**src/rtl/lsu_wishbone_pkg.sv**
```systemverilog
// Shared definitions for the crush load/store unit: funct3 encodings, FSM states
// and the request legality/alignment check.
package lsu_wishbone_pkg;

    localparam logic [2:0] FUNCT3_B  = 3'b000;
    localparam logic [2:0] FUNCT3_H  = 3'b001;
    localparam logic [2:0] FUNCT3_W  = 3'b010;
    localparam logic [2:0] FUNCT3_BU = 3'b100;
    localparam logic [2:0] FUNCT3_HU = 3'b101;

    typedef enum logic [1:0] {
        ST_IDLE,
        ST_BUS,
        ST_GAP,
        ST_RESP
    } lsu_state_t;

    // Unsigned loads have no store counterpart, so BU/HU are legal only for loads.
    function automatic logic req_ok(input logic store, input logic [2:0] funct3,
                                    input logic [1:0] addr_lo);
        logic legal;
        logic aligned;
        legal   = 1'b0;
        aligned = 1'b0;
        case (funct3)
            FUNCT3_B:  begin legal = 1'b1;   aligned = 1'b1;            end
            FUNCT3_H:  begin legal = 1'b1;   aligned = ~addr_lo[0];     end
            FUNCT3_W:  begin legal = 1'b1;   aligned = (addr_lo == 2'b00); end
            FUNCT3_BU: begin legal = ~store; aligned = 1'b1;            end
            FUNCT3_HU: begin legal = ~store; aligned = ~addr_lo[0];     end
            default:   begin legal = 1'b0;   aligned = 1'b0;            end
        endcase
        return legal && aligned;
    endfunction

endpackage

```
**src/rtl/lsu_align.sv**
```systemverilog
// Byte-lane steering: store selects and replicated write data, plus load
// extraction with sign/zero extension.
module lsu_align
    import lsu_wishbone_pkg::*;
(
    input  logic [2:0]  funct3,
    input  logic [1:0]  addr_lo,
    input  logic [31:0] wdata,
    input  logic [31:0] rdata,
    output logic [3:0]  sel,
    output logic [31:0] wdata_rep,
    output logic [31:0] rdata_ext
);

    logic [31:0] shifted;

    assign shifted = rdata >> {addr_lo, 3'b000};

    always_comb begin
        // NOTE: every output gets a default first so no path infers a latch.
        sel       = 4'b1111;
        wdata_rep = wdata;
        rdata_ext = shifted;
        case (funct3[1:0])
            2'b00: begin
                sel       = 4'b0001 << addr_lo;
                wdata_rep = {4{wdata[7:0]}};
            end
            2'b01: begin
                sel       = 4'b0011 << addr_lo;
                wdata_rep = {2{wdata[15:0]}};
            end
            default: ;
        endcase
        case (funct3)
            FUNCT3_B:  rdata_ext = {{24{shifted[7]}}, shifted[7:0]};
            FUNCT3_H:  rdata_ext = {{16{shifted[15]}}, shifted[15:0]};
            FUNCT3_BU: rdata_ext = {24'h0, shifted[7:0]};
            FUNCT3_HU: rdata_ext = {16'h0, shifted[15:0]};
            default:   rdata_ext = shifted;
        endcase
    end

endmodule

```
**src/rtl/lsu_wishbone.sv**
```systemverilog
// Load/store unit: runs one request per instruction as a Wishbone classic
// master cycle with retry and timeout handling.
module lsu_wishbone
    import lsu_wishbone_pkg::*;
#(
    parameter int RETRY_LIMIT    = 3,
    parameter int TIMEOUT_CYCLES = 255
) (
    input  logic        clk_i,
    input  logic        rst_ni,
    input  logic        req_valid_i,
    output logic        req_ready_o,
    input  logic [31:0] req_addr_i,
    input  logic        req_store_i,
    input  logic [2:0]  req_funct3_i,
    input  logic [31:0] req_wdata_i,
    output logic        resp_valid_o,
    output logic [31:0] resp_rdata_o,
    output logic        resp_error_o,
    output logic [31:0] adr_o,
    output logic [31:0] dat_o,
    input  logic [31:0] dat_i,
    output logic [3:0]  sel_o,
    output logic        we_o,
    output logic        stb_o,
    output logic        cyc_o,
    input  logic        ack_i,
    input  logic        err_i,
    input  logic        rty_i
);

    localparam int RW = $clog2(RETRY_LIMIT + 2);
    localparam int TW = $clog2(TIMEOUT_CYCLES + 1);

    lsu_state_t    state;
    logic [2:0]    funct3_q;
    logic [1:0]    addr_lo_q;
    logic          store_q;
    logic [RW-1:0] retry_cnt;
    logic [TW-1:0] tmo_cnt;

    logic [2:0]    op_funct3;
    logic [1:0]    op_addr_lo;
    logic [3:0]    al_sel;
    logic [31:0]   al_wdata;
    logic [31:0]   al_rdata;

    // Store lanes come from the live request at accept; load extraction uses the latched fields.
    assign op_funct3  = (state == ST_IDLE) ? req_funct3_i : funct3_q;
    assign op_addr_lo = (state == ST_IDLE) ? req_addr_i[1:0] : addr_lo_q;

    lsu_align u_align (
        .funct3    (op_funct3),
        .addr_lo   (op_addr_lo),
        .wdata     (req_wdata_i),
        .rdata     (dat_i),
        .sel       (al_sel),
        .wdata_rep (al_wdata),
        .rdata_ext (al_rdata)
    );

    always_ff @(posedge clk_i or negedge rst_ni) begin
        if (!rst_ni) begin
            state        <= ST_IDLE;
            req_ready_o  <= 1'b1;
            resp_valid_o <= 1'b0;
            resp_error_o <= 1'b0;
            resp_rdata_o <= '0;
            adr_o        <= '0;
            dat_o        <= '0;
            sel_o        <= '0;
            we_o         <= 1'b0;
            stb_o        <= 1'b0;
            cyc_o        <= 1'b0;
            funct3_q     <= '0;
            addr_lo_q    <= '0;
            store_q      <= 1'b0;
            retry_cnt    <= '0;
            tmo_cnt      <= '0;
        end else begin
            // NOTE: non-blocking throughout so every register sees pre-edge values.
            case (state)
                ST_IDLE: begin
                    if (req_valid_i && req_ready_o) begin
                        req_ready_o <= 1'b0;
                        funct3_q    <= req_funct3_i;
                        addr_lo_q   <= req_addr_i[1:0];
                        store_q     <= req_store_i;
                        retry_cnt   <= '0;
                        tmo_cnt     <= '0;
                        if (req_ok(req_store_i, req_funct3_i, req_addr_i[1:0])) begin
                            adr_o <= {req_addr_i[31:2], 2'b00};
                            sel_o <= al_sel;
                            dat_o <= req_store_i ? al_wdata : 32'h0;
                            we_o  <= req_store_i;
                            cyc_o <= 1'b1;
                            stb_o <= 1'b1;
                            state <= ST_BUS;
                        end else begin
                            resp_valid_o <= 1'b1;
                            resp_error_o <= 1'b1;
                            resp_rdata_o <= '0;
                            state        <= ST_RESP;
                        end
                    end
                end
                ST_BUS: begin
                    if (err_i || ack_i) begin
                        cyc_o        <= 1'b0;
                        stb_o        <= 1'b0;
                        resp_valid_o <= 1'b1;
                        resp_error_o <= err_i;
                        resp_rdata_o <= (err_i || store_q) ? 32'h0 : al_rdata;
                        state        <= ST_RESP;
                    end else if (rty_i) begin
                        cyc_o <= 1'b0;
                        stb_o <= 1'b0;
                        if (retry_cnt == RW'(RETRY_LIMIT)) begin
                            resp_valid_o <= 1'b1;
                            resp_error_o <= 1'b1;
                            resp_rdata_o <= '0;
                            state        <= ST_RESP;
                        end else begin
                            retry_cnt <= retry_cnt + RW'(1);
                            state     <= ST_GAP;
                        end
                    end else if (tmo_cnt == TW'(TIMEOUT_CYCLES - 1)) begin
                        cyc_o        <= 1'b0;
                        stb_o        <= 1'b0;
                        resp_valid_o <= 1'b1;
                        resp_error_o <= 1'b1;
                        resp_rdata_o <= '0;
                        state        <= ST_RESP;
                    end else begin
                        tmo_cnt <= tmo_cnt + TW'(1);
                    end
                end
                ST_GAP: begin
                    cyc_o   <= 1'b1;
                    stb_o   <= 1'b1;
                    tmo_cnt <= '0;
                    state   <= ST_BUS;
                end
                ST_RESP: begin
                    resp_valid_o <= 1'b0;
                    resp_error_o <= 1'b0;
                    resp_rdata_o <= '0;
                    req_ready_o  <= 1'b1;
                    state        <= ST_IDLE;
                end
                default: state <= ST_IDLE;
            endcase
        end
    end

endmodule

```
**config.mk**
```make
export PLATFORM = sky130hd
export DESIGN_NAME = lsu_wishbone
export DESIGN_NICKNAME = d
export VERILOG_FILES = /design/src/rtl/lsu_wishbone_pkg.sv /design/src/rtl/lsu_align.sv /design/src/rtl/lsu_wishbone.sv
export SDC_FILE = /design/constraint.sdc
export NUM_CORES = 1
export LEC_CHECK = 0
export ABC_AREA = 1
export ABC_CLOCK_PERIOD_IN_PS = 1850
export BUFFER_PORTS_ARGS = -buffer_cell sky130_fd_sc_hd__buf_2
export CAP_MARGIN = 10
export CORE_AREA = 2 2 145 147
export DETAILED_ROUTE_END_ITERATION = 6
export DIE_AREA = 0 0 147 149
export PLACE_DENSITY_LB_ADDON = 0.1
export SLEW_MARGIN = 40
export SYNTH_ARGS = -nofsm -noshare
export SYNTH_HDL_FRONTEND = slang
export SYNTH_SLANG_ARGS = --single-unit
```
**constraint.sdc**
```tcl
create_clock -name clk_i -period 1.85 [get_ports clk_i]
set_input_delay 0.2775 -clock clk_i [delete_from_list [all_inputs] [get_ports clk_i]]
set_output_delay 0.2775 -clock clk_i [all_outputs]
set_load 0.01 [all_outputs]
```
After elaboration in Yosys (flattened, before gate mapping)
Cells that the tools add are included.

Flip-flop bits (word level): 122. Bits of input ports: 106. Output and inout port bits: 106. Logic and storage cells: 124.

Add/subtract/negate cells: 2. Equal/unequal tests: 23. Shift operators: 3. Muxes and demuxes: 54. Bitwise logic cells: 2. Reduce and logical (&&, ||, !) cells: 25.

Operators with widths (count): $mux 32 (8); $pmux 32 s4 (1); $pmux 32 s3 (1); $pmux 32 s2 (1); $mux 8 (4); $shr 32x5->32 (1); $pmux 8 s3 (1); $mux 1 (18); $mux 3 (5); $reduce_and 5->1 (3); $eq 3x3->1 const B (4); $mux 2 (6); $ne 2x2->1 const B (6); $pmux 1 s3 (4); $add 8x1->8 const B (1); $eq 8x8->1 const B (1); $ne 4x4->1 const B (2); $pmux 2 s4 (1); $pmux 4 s2 (1); $eq 3x1->1 const B (2); $eq 3x2->1 const B (2); $logic_not 2->1 (3); $logic_not 3->1 (2); $pmux 3 s2 (1); 17 further kinds (30).

Logic depth before layout (Yosys ltp)
Gate-level depths: netlist (run 1).

Depth after elaboration: 9. Depth in mapped cells: 12.

Cells and area by module
A second synthesis (run 1) with hierarchy kept.

Cells, all modules: 860. Area total of the unflattened synthesis: 6371.1 um^2.

Modules (own cells, without submodules): lsu_wishbone (instances 1, cells each 605, area each 5144.9 um^2, seq. area each 3054.2 um^2); lsu_align (instances 1, cells each 255, area each 1226.2 um^2, seq. area each 0.0 um^2).

Worst setup path before layout (run 1)
No wires, ideal clock.

Path kind: register to register. Start: reg req_ready_o. End: reg sel_o[2]. Arrival: 1.545 ns. Data required time: 1.731 ns. Path slack: 0.186 ns. Stages on the path, launching flop included: 10. Path buffers: 2. Cell sequence: dfstp_2 -> nand2_1 -> nor2_1 -> buf_4 -> nand2_1 -> buf_2 -> nor2_1 -> inv_1 -> o22ai_1 -> inv_1.

Longest elaborated chain between the ends: 2.

RTL lines: start, declared (line lsu_wishbone.sv:12) `output logic req_ready_o,`; start signal, assigned (line lsu_wishbone.sv:65) `req_ready_o <= 1'b1;`; start signal, assigned (line lsu_wishbone.sv:85) `req_ready_o <= 1'b0;`; start signal, assigned (line lsu_wishbone.sv:148) `req_ready_o <= 1'b1;`; $logic_and 1x1->1 (line lsu_wishbone.sv:84) `if (req_valid_i && req_ready_o) begin`; $reduce_and 3->1 (no source line); end signal, assigned (line lsu_wishbone.sv:93) `sel_o <= al_sel;`; end, declared (line lsu_wishbone.sv:23) `output logic [3:0] sel_o,`.

Every way passes these cells. A chain may end at the register's enable or synchronous reset.

Worst setup path after layout (run 1)
Start: reg state[1]. End: reg resp_rdata_o[14].

Longest elaborated chain between the ends: 7. Elaborated cells on any way between the ends: 20. Those cells by class: 9 x eq/ne; 1 x shift; 6 x mux; 4 x reduce/logical.

RTL lines: start, declared (line lsu_wishbone.sv:35) `lsu_state_t state;`; start signal, assigned (line lsu_wishbone.sv:64) `state <= ST_IDLE;`; start signal, assigned (line lsu_wishbone.sv:98) `state <= ST_BUS;`; start signal, assigned (line lsu_wishbone.sv:103) `state <= ST_RESP;`; $logic_not 2->1 (line lsu_wishbone.sv:49, lsu_wishbone.sv:50, lsu_wishbone.sv:82); $mux 2 or $mux 3 (tied branches) (line lsu_wishbone.sv:50, lsu_wishbone.sv:49); $shr 32x5->32 (tied with other cells) (line lsu_align.sv:17) `assign shifted = rdata >> {addr_lo, 3'b000};`; $pmux 32 s4 (line lsu_align.sv:35) `case (funct3)`; $mux 32 (line lsu_wishbone.sv:113) `resp_rdata_o <= (err_i || store_q) ? 32'h0 : al_rdata;`; $mux 32 (line lsu_wishbone.sv:108) `if (err_i || ack_i) begin`; $pmux 32 s3 (line lsu_wishbone.sv:82) `case (state)`; end signal, assigned (line lsu_wishbone.sv:113); end, declared (line lsu_wishbone.sv:18) `output logic [31:0] resp_rdata_o,`.

Several ways; a longest one is shown, not always the timed one.

==> summary.md, run 1 <==
| Metric | Value |
|---|---|
| Status | complete, no violations |
| Later-pin clock latency in the skew report | 0.41 ns |
| MaxCap Viol Count | 0 |
| Yosys top cell by area | dfrtp_1 |
| M2 GR Usage | 0.284 |
| Syn Inst Count | 760 |
| Vias | around 5800 |
| Post-synthesis register bit count | about 120 |
| CTS buffer count | 17 |
| Final ANT Viol Nets | 0 |
| CTS sink cnt | 122 |
| Unique masters post-synth | 37 |
| Max Buffers Root-to-Sink | 2 |
| Iter 0 DRT Violations | 263 |
| NumNets Final | about 1100 |
| Tmin final | 1.74 ns |
| GR Util met3 | 0.0361 |
| Die area | ~22000 um^2 |
| Final Cycle Share | 0.941 |
| Fmax | around 570 MHz |
| DRT Pass-1 Iters | 4 |
| Fillers | around 2200 |
| Max FO, Critical Path | 7 |
| Most area-consuming cells after synthesis | dfrtp_1 50%, nand2_1 19%, o21ai_0 8.1% |
| Tot Pwr | 0.0147 W |
| Vias in the first global route | 5623 |
| Fin cells | between 1000 and 1500 |
| Die Ht | between 100 and 150 um |
| TritonCTS clock tree | done |
| Initial Utilization | 0.292 |
| Commonest non-fill, non-tap cell in the layout | nand2_1 |
| Largest net degree at the start of global routing | 39 |
| H-tree depth | 4 |
| Routed wire length | 19100 um |
| Hold Crit Class | input pin to register |
| IO Pins | 212 |
| Clock Skew | just under 0.01 ns |
| M1 GR Usage | 0.233 |
| Worst setup SP type | register |
| Register area share after synthesis | 0.509 |
| Yosys warning total | 0 |
| Fraction of layout cells with a size suffix above 1 | 0.311 |
| # setup viols final | 0 |
| Setup bufs post-CTS | 0 |
| Clock-pin slew on the worst setup and hold paths | approximately 0.060 ns |
| Vias per cell | roughly 4.5 |
| # rows | 53 |
| PD cells | ~1800 nW/um^2 |
| Dpl hpwl | around 14000 um |
| Die X | approximately 150 um |
| Total GRT Usage | 0.176 |
| Post-Layout Inst Area | approximately 8200 um^2 |
| Initial antenna violation count | 1 |
| Core area | ~21000 um^2 |
| Worst Path Arrival | about 2.0 ns |
| Post-synthesis area per instance | between 7 and 8 um^2 |
| GR Overflow Total | 0 |
| Syn-to-layout area delta | 36.9% |
| Mapped Area | about 6000 um^2 |
| Leading cell types in the layout, fill and taps excluded | 296 x nand2_1, 208 x buf_2, 120 x dfrtp_1, 89 x o21ai_0, 44 x inv_1 |
| RSZ-0062 raised after global routing | true |
| Post-synth top area share | 0.505 |
| Routed wire per std cell | approximately 15 um |
| Required @ worst endpoint | about 2.2 ns |
| Crit Path Class | register to register |
| First-pass GRT wire length | 30100 um |
| Port Buf Inserts | 209 |
| Residual DRC | 0 |
| Setup crit end kind | register |
| RePlAce Congestion | approximately 0.77 |
| Placed Area | roughly 7500 um^2 |
| Dpl cells | around 1200 |
| CTS root buffer | clkbuf_16 |
| Most Crowded Layer GR | met2 |
| Max Slew Vio Count | 0 |
| Leak | between 4 and 5 nW |
| VDD IR max | roughly 660 uV |
| Final hold vios | 0 |
Yosys cell counts:
cell	number
nand2_1	300
dfrtp_1	121
o21ai_0	97
inv_1	45
nand3_1	43
buf_2	25
nor2_1	21
a21oi_1	15
o31ai_1	12
o21ai_1	9
o22ai_1	9
nand2_2	7
clkbuf_1	6
buf_4	5
ha_1	4
inv_2	4
nand4_1	4
buf_6	3
nand3_2	3
nor2_2	3
o22a_1	3
xor2_1	3
buf_1	2
nand2_4	2
nand3_4	2
a31o_2	1
a31oi_1	1
clkinv_1	1
conb_1	1
dfstp_2	1
nor3_1	1
nor3_2	1
nor4_1	1
o21a_1	1
o21ai_2	1
o21ai_4	1
xnor2_1	1
critical path, stage by stage (launching register included):
cell,delay [ns]
dfrtp_1,0.40
buf_4,0.15
inv_1,0.06
nand2_2,0.10
nand2_1,0.12
nand2_2,0.09
nand2_1,0.07
nand3_1,0.13
nand3_4,0.17
buf_4,0.17
nand2_1,0.06
nand2_1,0.07
nand2_1,0.05
metrics by stage:
step / util / setup WS (ns) / hold slack [ns] / TNS [ns]
after floorplan: - / 0.186 / -0.0181 / 0
after global placement: 0.367 / 0.0504 / 0.213 / 0
after detailed placement: 0.367 / 0.0187 / 0.214 / 0
after CTS: 0.397 / 0.00799 / 0.0319 / 0
after global routing: 0.399 / -0.0565 / 0.0521 / -0.231
final: 0.399 / 0.110 / 0.0555 / 0
report_power, final:
part / switching [W] / internal [W] / total, W
clock: 0.00129 / 0.00212 / 0.00341
sequential: 0.000609 / 0.00377 / 0.00438
combinational: 0.00432 / 0.00264 / 0.00696
total: 0.00621 / 0.00853 / 0.0147
final timing paths:
kind | start | end | slack (ns) | depth (start not counted)
max | state[1]$_DFFE_PN0P_ | resp_rdata_o[14]$_DFFE_PN0P_ | 0.11 | 12
min | req_addr_i[26] | adr_o[26]$_DFFE_PN0P_ | 0.06 | 3
max reg2reg | state[1]$_DFFE_PN0P_ | resp_rdata_o[14]$_DFFE_PN0P_ | 0.11 | 12
min in group asynchronous | rst_ni | tmo_cnt[7]$_DFFE_PN0P_ | 0.32 | 2
max in group asynchronous | rst_ni | req_ready_o$_DFFE_PN1P_ | 0.96 | 3
min reg2reg | resp_rdata_o[11]$_DFFE_PN0P_ | resp_rdata_o[11]$_DFFE_PN0P_ | 0.47 | 2
repair_timing:
item	CTS	global route
resized for setup	0	20
setup endpoints to repair	0	61
hold endpoints to repair	17	0
hold buffers	1	0
registers in the layout (all words and copies together) (netlist names), 2 cells and up:
| register | flops |
|---|---|
| funct3_q | 3 |
| resp_rdata_o | 32 |
| adr_o | 30 |
| addr_lo_q | 2 |
| tmo_cnt | 8 |
| sel_o | 4 |
| retry_cnt | 3 |
| state | 2 |
| dat_o | 32 |
cell type report:
| cell class | count | area, um^2 | share of cell area |
|---|---|---|---|
| sequential | 122 | 3060 | 0.372 |
| inverter | 50 | 188 | 0.0229 |
| multi-input combinational | 549 | 2580 | 0.315 |
| clock buffer | 18 | 429 | 0.0523 |
| antenna | 1 | 2.50 | 0.000305 |
| clock inverter | 14 | 173 | 0.0210 |
| tap | 275 | 344 | 0.0419 |
| timing repair buffer | 246 | 1440 | 0.175 |
cells by family after synthesis:
family | share of synthesized area
adder cells (fa/ha/maj) | 0.00834
flip-flops | 0.509
buffers and inverters | 0.0690
other | 0.000625
AND/OR/NAND/NOR | 0.269
AO/OA/AOI/OAI | 0.138
XOR/XNOR | 0.00584
per-layer routing:
layer | vias to the layer above | part of all wire
li1 | 2914 | -
met2 | 133 | 0.48
met1 | 2692 | 0.46
met5 | - | 0
met3 | 21 | 0.042
met4 | 0 | 0.022
(Power assumes the default switching activity.)
==> run 2: changes to the inputs <==
Settings changed: ABC_CLOCK_PERIOD_IN_PS 1850 to 1800.
Clock period 1.85 ns to 1.8 ns, I/O delays scaled along.
==> run 2 against run 1 <==
Against the previous run: combinational power rose by 17%; non-clock buffer count up 11; count of clock-buffer cells in the layout unchanged; core utilization up 1.8 points; power is 13% higher; sequential power up 3%; critical path type unchanged.
==> summary.md, run 2 (synthesis results as in run 1) <==
| Metric | Value |
|---|---|
| Clock-pin slew on the worst setup and hold paths | ~0.06 ns |
| Fillers | roughly 2200 |
| Leading cell types in the layout, fill and taps excluded | 291 x nand2_1, 208 x buf_2, 120 x dfrtp_1, 91 x o21ai_0, 43 x inv_1 |
| Leak | 4.62 nW |
| GR Overflow Total | 0 |
| PD cells | between 1500 and 2000 nW/um^2 |
| Critical path's slowest cell | dfrtp_1 |
| CTS buffer count | 17 |
| Die X | approximately 150 um |
| Syn-to-layout area delta | 43.0% |
| Area of the multi-input gates | around 2700 um^2 |
| Crit path max-delay family | buffers and inverters |
| Clock Skew | around 0.016 ns |
| Core area | 20600 um^2 |
| RSZ-0062 raised after global routing | true |
| IO Pins | ~210 |
| Worst-path cell chain | buf_6, inv_6, nand2_8, nor2_4, buf_4, nor2_1, o21ai_2, nand3_4, clkbuf_16, nand2_1, o21ai_0 |
| Max FO, Critical Path | 8 |
| Die Ht | between 100 and 150 um |
| Final core utilization | 0.417 |
| Initial antenna violation count | 1 |
| Max Slew Vio Count | 0 |
| Largest net degree at the start of global routing | around 70 |
| TritonCTS clock tree | done |
| # rows | 53 |
| CTS sink cnt | around 120 |
| Fmax | approximately 600 MHz |
| Buf+Inv Stages, Crit Path | 4 |
| Residual DRC | 0 |
| MaxCap Viol Count | 0 |
| Dpl cells | 1243 |
| Vias per cell | roughly 4.5 |
| Routed wire length | roughly 20000 um |
| Final ANT Viol Nets | 0 |
| VDD IR max | slightly below 700 uV |
| GR Util met3 | 0.0443 |
| RePlAce Congestion | approximately 0.76 |
| First-pass GRT wire length | between 30000 and 40000 um |
| Hold slack | between 0.03 and 0.04 ns |
| Initial Utilization | 0.292 |
| Biggest regs | dat_o (32), resp_rdata_o (32), adr_o (30) |
| Vias in the first global route | approximately 5600 |
| Final setup TNS | 0 ns |
| Final Cycle Share | 0.948 |
| Max Buffers Root-to-Sink | 2 |
| Hold Crit Class | input pin to register |
| NumNets Final | between 1000 and 1500 |
| M1 GR Usage | 0.241 |
| Setup crit end kind | register |
| Die area | 21900 um^2 |
| Iter 0 DRT Violations | 310 |
| Commonest non-fill, non-tap cell in the layout | nand2_1 |
| Worst Path Arrival | about 2 ns |
| # setup viols final | 0 |
| Later-pin clock latency in the skew report | between 0.4 and 0.5 ns |
| Tmin final | ~1.7 ns |
| Final hold vios | 0 |
| Fin cells | 1286 |
| Register Area | between 3000 and 4000 um^2 |
| DRT Pass-1 Iters | 4 |
| Port Buf Inserts | between 200 and 250 |
| Fraction of layout cells with a size suffix above 1 | 0.338 |
| CTS root buffer | clkbuf_16 |
| Critical Path Max Stage Delay | around 0.4 ns |
| M2 GR Usage | 0.276 |
| Crit Path Class | register to register |
| Worst setup SP type | register |
| Most Crowded Layer GR | met2 |
| Status | complete, no violations |
| Vias | just under 6000 |
| Required @ worst endpoint | 2.10 ns |
| Dpl hpwl | 13800 um |
| H-tree depth | 4 |
| Total GRT Usage | 0.177 |
| Routed wire per std cell | ~16 um |
run 2: tightest hold or removal path, cell delays in order:
cell and delay (ns):
buf_2 0.07, nand2_1 0.04, nand2_1 0.04
run 2: stage by stage:
stage / cell area, um^2 / setup WS, ns / power [W]
after global placement: 7560 / -0.0522 / 0.0117
final: 8580 / 0.0931 / 0.0166
after global routing: 8580 / -0.0322 / 0.0179
after CTS: 8240 / 0.00762 / 0.0158
after floorplan: 6000 / 0.136 / 0.00881
after detailed placement: 7560 / 0.0100 / 0.0117
run 2: power breakdown:
group / total, W / leakage, nW / switching (W) / internal (W)
clock: 0.00394 / 0.323 / 0.00143 / 0.00250
combinational: 0.00814 / 2.70 / 0.00486 / 0.00328
sequential: 0.00452 / 1.59 / 0.000655 / 0.00387
total: 0.0166 / 4.62 / 0.00695 / 0.00965
run 2: area by class of cell:
class                           instances  area share
Inverter                               50      0.0228
Timing Repair Buffer                  257       0.187
Clock inverter                         14      0.0270
Multi-Input combinational cell        549       0.317
Clock buffer                           18      0.0500
Tap cell                              275      0.0401
Sequential cell                       122       0.356
Antenna cell                            1    0.000292
run 2: path summary, 6_finish.rpt:
| path | start | to | slack, ns | cells after the start |
|---|---|---|---|---|
| max reg2reg | state[1]$_DFFE_PN0P_ | resp_rdata_o[1]$_DFFE_PN0P_ | 0.09 | 11 |
| min reg2reg | resp_rdata_o[11]$_DFFE_PN0P_ | resp_rdata_o[11]$_DFFE_PN0P_ | 0.47 | 2 |
| min | req_addr_i[11] | adr_o[11]$_DFFE_PN0P_ | 0.03 | 3 |
| min in group asynchronous | rst_ni | tmo_cnt[6]$_DFFE_PN0P_ | 0.38 | 3 |
| max in group asynchronous | rst_ni | adr_o[5]$_DFFE_PN0P_ | 1.06 | 3 |
| max | state[1]$_DFFE_PN0P_ | resp_rdata_o[1]$_DFFE_PN0P_ | 0.09 | 11 |
run 2: timing repair:
action | CTS | global route
endpoints found under the setup margin | 4 | 99
gates resized for setup | 2 | 52
hold endpoints to repair | 121 | 0
pin swaps | 0 | 11
hold buffers | 1 | 0
gates cloned | 0 | 6
setup buffers | 0 | 3
run 2: routing by layer:
layer / wire length, um / part of all wire / vias to the layer above
met5: 0 / 0 / -
met4: 318 / 0.016 / 0
met3: 930 / 0.046 / 23
met2: 9560 / 0.48 / 140
met1: 9270 / 0.46 / 2738
li1: - / - / 2948
==> run 3: changes to the inputs <==
Settings changed: ABC_CLOCK_PERIOD_IN_PS 1800 to 1600.
Clock period 1.8 ns to 1.6 ns, I/O delays scaled along.
==> run 3 against run 2 <==
Against the previous run: clock skew is 0.0055 ns lower; sequential share of layout area is 5.8 points lower; critical path type unchanged; first-iteration DRC count is 22% lower; cell count is 5.6% higher; worst setup slack worse by 0.17 ns; routed wire length is 11% higher; hold slack worse by 0.015 ns; sequential power is 13% higher; final area is 19% higher; the flow now finishes with violations (setup timing).
==> summary.md, run 3 (synthesis results as in run 1) <==
| Metric | Value |
|---|---|
| Die Ht | ~150 um |
| Fmax | 597 MHz |
| Routed wire per std cell | 16.4 um |
| Critical path's slowest cell | dfrtp_1 |
| Max Slew Vio Count | 0 |
| Vias in the first global route | around 6100 |
| # rows | 53 |
| Port Buf Inserts | 209 |
| RSZ-0062 raised after global routing | true |
| Fin worst setup slack | -0.0749 ns |
| Worst r2r src | state[0]$_DFFE_PN0P_ |
| Die area | roughly 22000 um^2 |
| Leading cell types in the layout, fill and taps excluded | 209 x buf_2, 204 x nand2_1, 121 x dfrtp_1, 64 x nand2_2, 57 x buf_4 |
| Vias per cell | 4.67 |
| Fillers | around 2000 |
| TritonCTS clock tree | done |
| Largest net degree at the start of global routing | between 60 and 70 |
| Final Cycle Share | 1.05 |
| Routed wire length | 22300 um |
| Worst-path cell chain | buf_6, inv_6, nand2_8, nor2_4, buf_6, nor2_4, o21ai_4, nand3_4, buf_12, buf_16, nand2_1, nand2_1 |
| Reg2reg path depth | 12 |
| CTS root buffer | clkbuf_16 |
| Final ANT Viol Nets | 0 |
| Iter 0 DRT Violations | 241 |
| H-tree depth | 4 |
| Hold Crit Class | input pin to register |
| Buf+Inv Stages, Crit Path | 5 |
| RePlAce Congestion | 0.767 |
| VDD IR max | 839 uV |
| Clock Skew | roughly 0.01 ns |
| MaxCap Viol Count | 0 |
| Setup crit end kind | register |
| IO Pins | approximately 210 |
| Final setup TNS | -2.84 ns |
| CTS buffer count | 17 |
| Commonest non-fill, non-tap cell in the layout | buf_2 |
| Later-pin clock latency in the skew report | 0.42 ns |
| DRT Pass-1 Iters | 5 |
| Residual DRC | 0 |
| Worst Path Arrival | between 1.5 and 2 ns |
| Violated checks | setup timing |
| CTS sink cnt | roughly 120 |
| NumNets Final | approximately 1200 |
| Crit path max-delay family | buffers and inverters |
| Critical Path Max Stage Delay | 0.41 ns |
| Vias | ~6300 |
| Final core utilization | 0.499 |
| Required @ worst endpoint | 1.92 ns |
| Initial antenna violation count | 2 |
| Syn-to-layout area delta | 70.8% |
| Max FO, Critical Path | 8 |
| Leak | approximately 5.4 nW |
| Flop-to-flop setup slack | -0.07 ns |
| Max Buffers Root-to-Sink | 2 |
| First-pass GRT wire length | 33100 um |
| Tmin final | roughly 1.7 ns |
| Hold Path Sink | adr_o[13]$_DFFE_PN0P_ |
| Final hold vios | 0 |
| Core area | around 20000 um^2 |
| Die X | 147 um |
| Fraction of layout cells with a size suffix above 1 | 0.529 |
| Clock-pin slew on the worst setup and hold paths | 0.07 ns |
| Hold_sp | req_addr_i[13] |
| PD cells | approximately 2100 nW/um^2 |
| Crit Path Class | register to register |
| Worst setup SP type | register |
| Status | finished, violations left |
| Cells on Worst Hold Path | 3 |
| GR Overflow Total | 0 |
| Fin cells | roughly 1400 |
| Total GRT Usage | 0.192 |
| Biggest regs | dat_o (32), resp_rdata_o (32), adr_o (30) |
| Hold slack | 0.0169 ns |
| # setup viols final | just under 70 |
| R2R Path End | resp_rdata_o[20]$_DFFE_PN0P_ |
| Dpl cells | between 1000 and 1500 |
| Initial Utilization | 0.292 |
| Dpl hpwl | 14000 um |
run 3: cell count changes in the layout (fill, tap and decap cells not counted), sizes merged:
cell         previous run  this run
buf                   252       316
clkinv                  2         8
inv                    57        52
clkbuf                 22        26
bufinv                  5         3
clkinvlp                0         2
diode                   1         3
dlygate4sd3             1         2
run 3: layer usage:
| layer | share of wire | track usage | routed length (um) | up-vias |
|---|---|---|---|---|
| li1 | - | - | - | 3100 |
| met1 | 0.45 | 0.260 | 10000 | 3028 |
| met2 | 0.48 | 0.305 | 10600 | 194 |
| met3 | 0.065 | 0.0486 | 1440 | 18 |
| met4 | 0.011 | 0.0534 | 238 | 0 |
| met5 | 0 | 0 | 0 | - |
run 3: layout make-up:
type / instances / area, um^2 / area share
Multi-Input combinational cell: 549 / 3500 / 0.342
Tap cell: 275 / 344 / 0.0336
Timing Repair Buffer: 327 / 2520 / 0.245
Inverter: 50 / 209 / 0.0204
Sequential cell: 122 / 3050 / 0.298
Clock buffer: 17 / 425 / 0.0415
Clock inverter: 15 / 193 / 0.0188
Antenna cell: 3 / 7.51 / 0.000732
run 3: worst max-delay path by stage:
stage / cells after the start / to / start / slack (ns)
floorplan: 10 / resp_rdata_o[29]$_DFFE_PN0P_ / state[0]$_DFFE_PN0P_ / 0.004
global placement: 12 / resp_rdata_o[28]$_DFFE_PN0P_ / state[0]$_DFFE_PN0P_ / -0.13
detailed placement: 9 / dat_o[24]$_DFFE_PN0P_ / state[0]$_DFFE_PN0P_ / -0.16
CTS: 11 / resp_rdata_o[22]$_DFFE_PN0P_ / state[0]$_DFFE_PN0P_ / -0.07
global route: 10 / resp_rdata_o[18]$_DFFE_PN0P_ / state[1]$_DFFE_PN0P_ / -0.18
finish: 12 / resp_rdata_o[20]$_DFFE_PN0P_ / state[0]$_DFFE_PN0P_ / -0.07
run 3: what timing repair did:
item	CTS	global route
setup buffers	14	14
pin swaps	14	33
hold endpoints to repair	25	0
hold buffers	2	0
cloned	6	14
resized for setup	114	247
setup endpoints to repair	105	114
run 3: through the flow:
stage	power, W	cell area, um^2	setup slack, ns
finish	0.0216	10200	-0.0749
CTS	0.0202	9200	-0.0746
global route	0.0231	10200	-0.177
floorplan	0.00996	6030	0.00379
detailed placement	0.0140	7920	-0.157
global placement	0.0139	7920	-0.131
run 3: power breakdown:
part,internal (W),leakage [nW],switching (W)
sequential,0.00435,1.59,0.000740
clock,0.00249,0.300,0.00160
combinational,0.00555,3.55,0.00686
total,0.0124,5.44,0.00921
run 3: worst register-to-register path, cell delays in order, from the launching register on:
cell and delay [ns]:
dfrtp_1 0.41, buf_6 0.14, inv_6 0.06, nand2_8 0.08, nor2_4 0.12, buf_6 0.12, nor2_4 0.04, o21ai_4 0.06
nand3_4 0.12, buf_12 0.16, buf_16 0.15, nand2_1 0.06, nand2_1 0.05
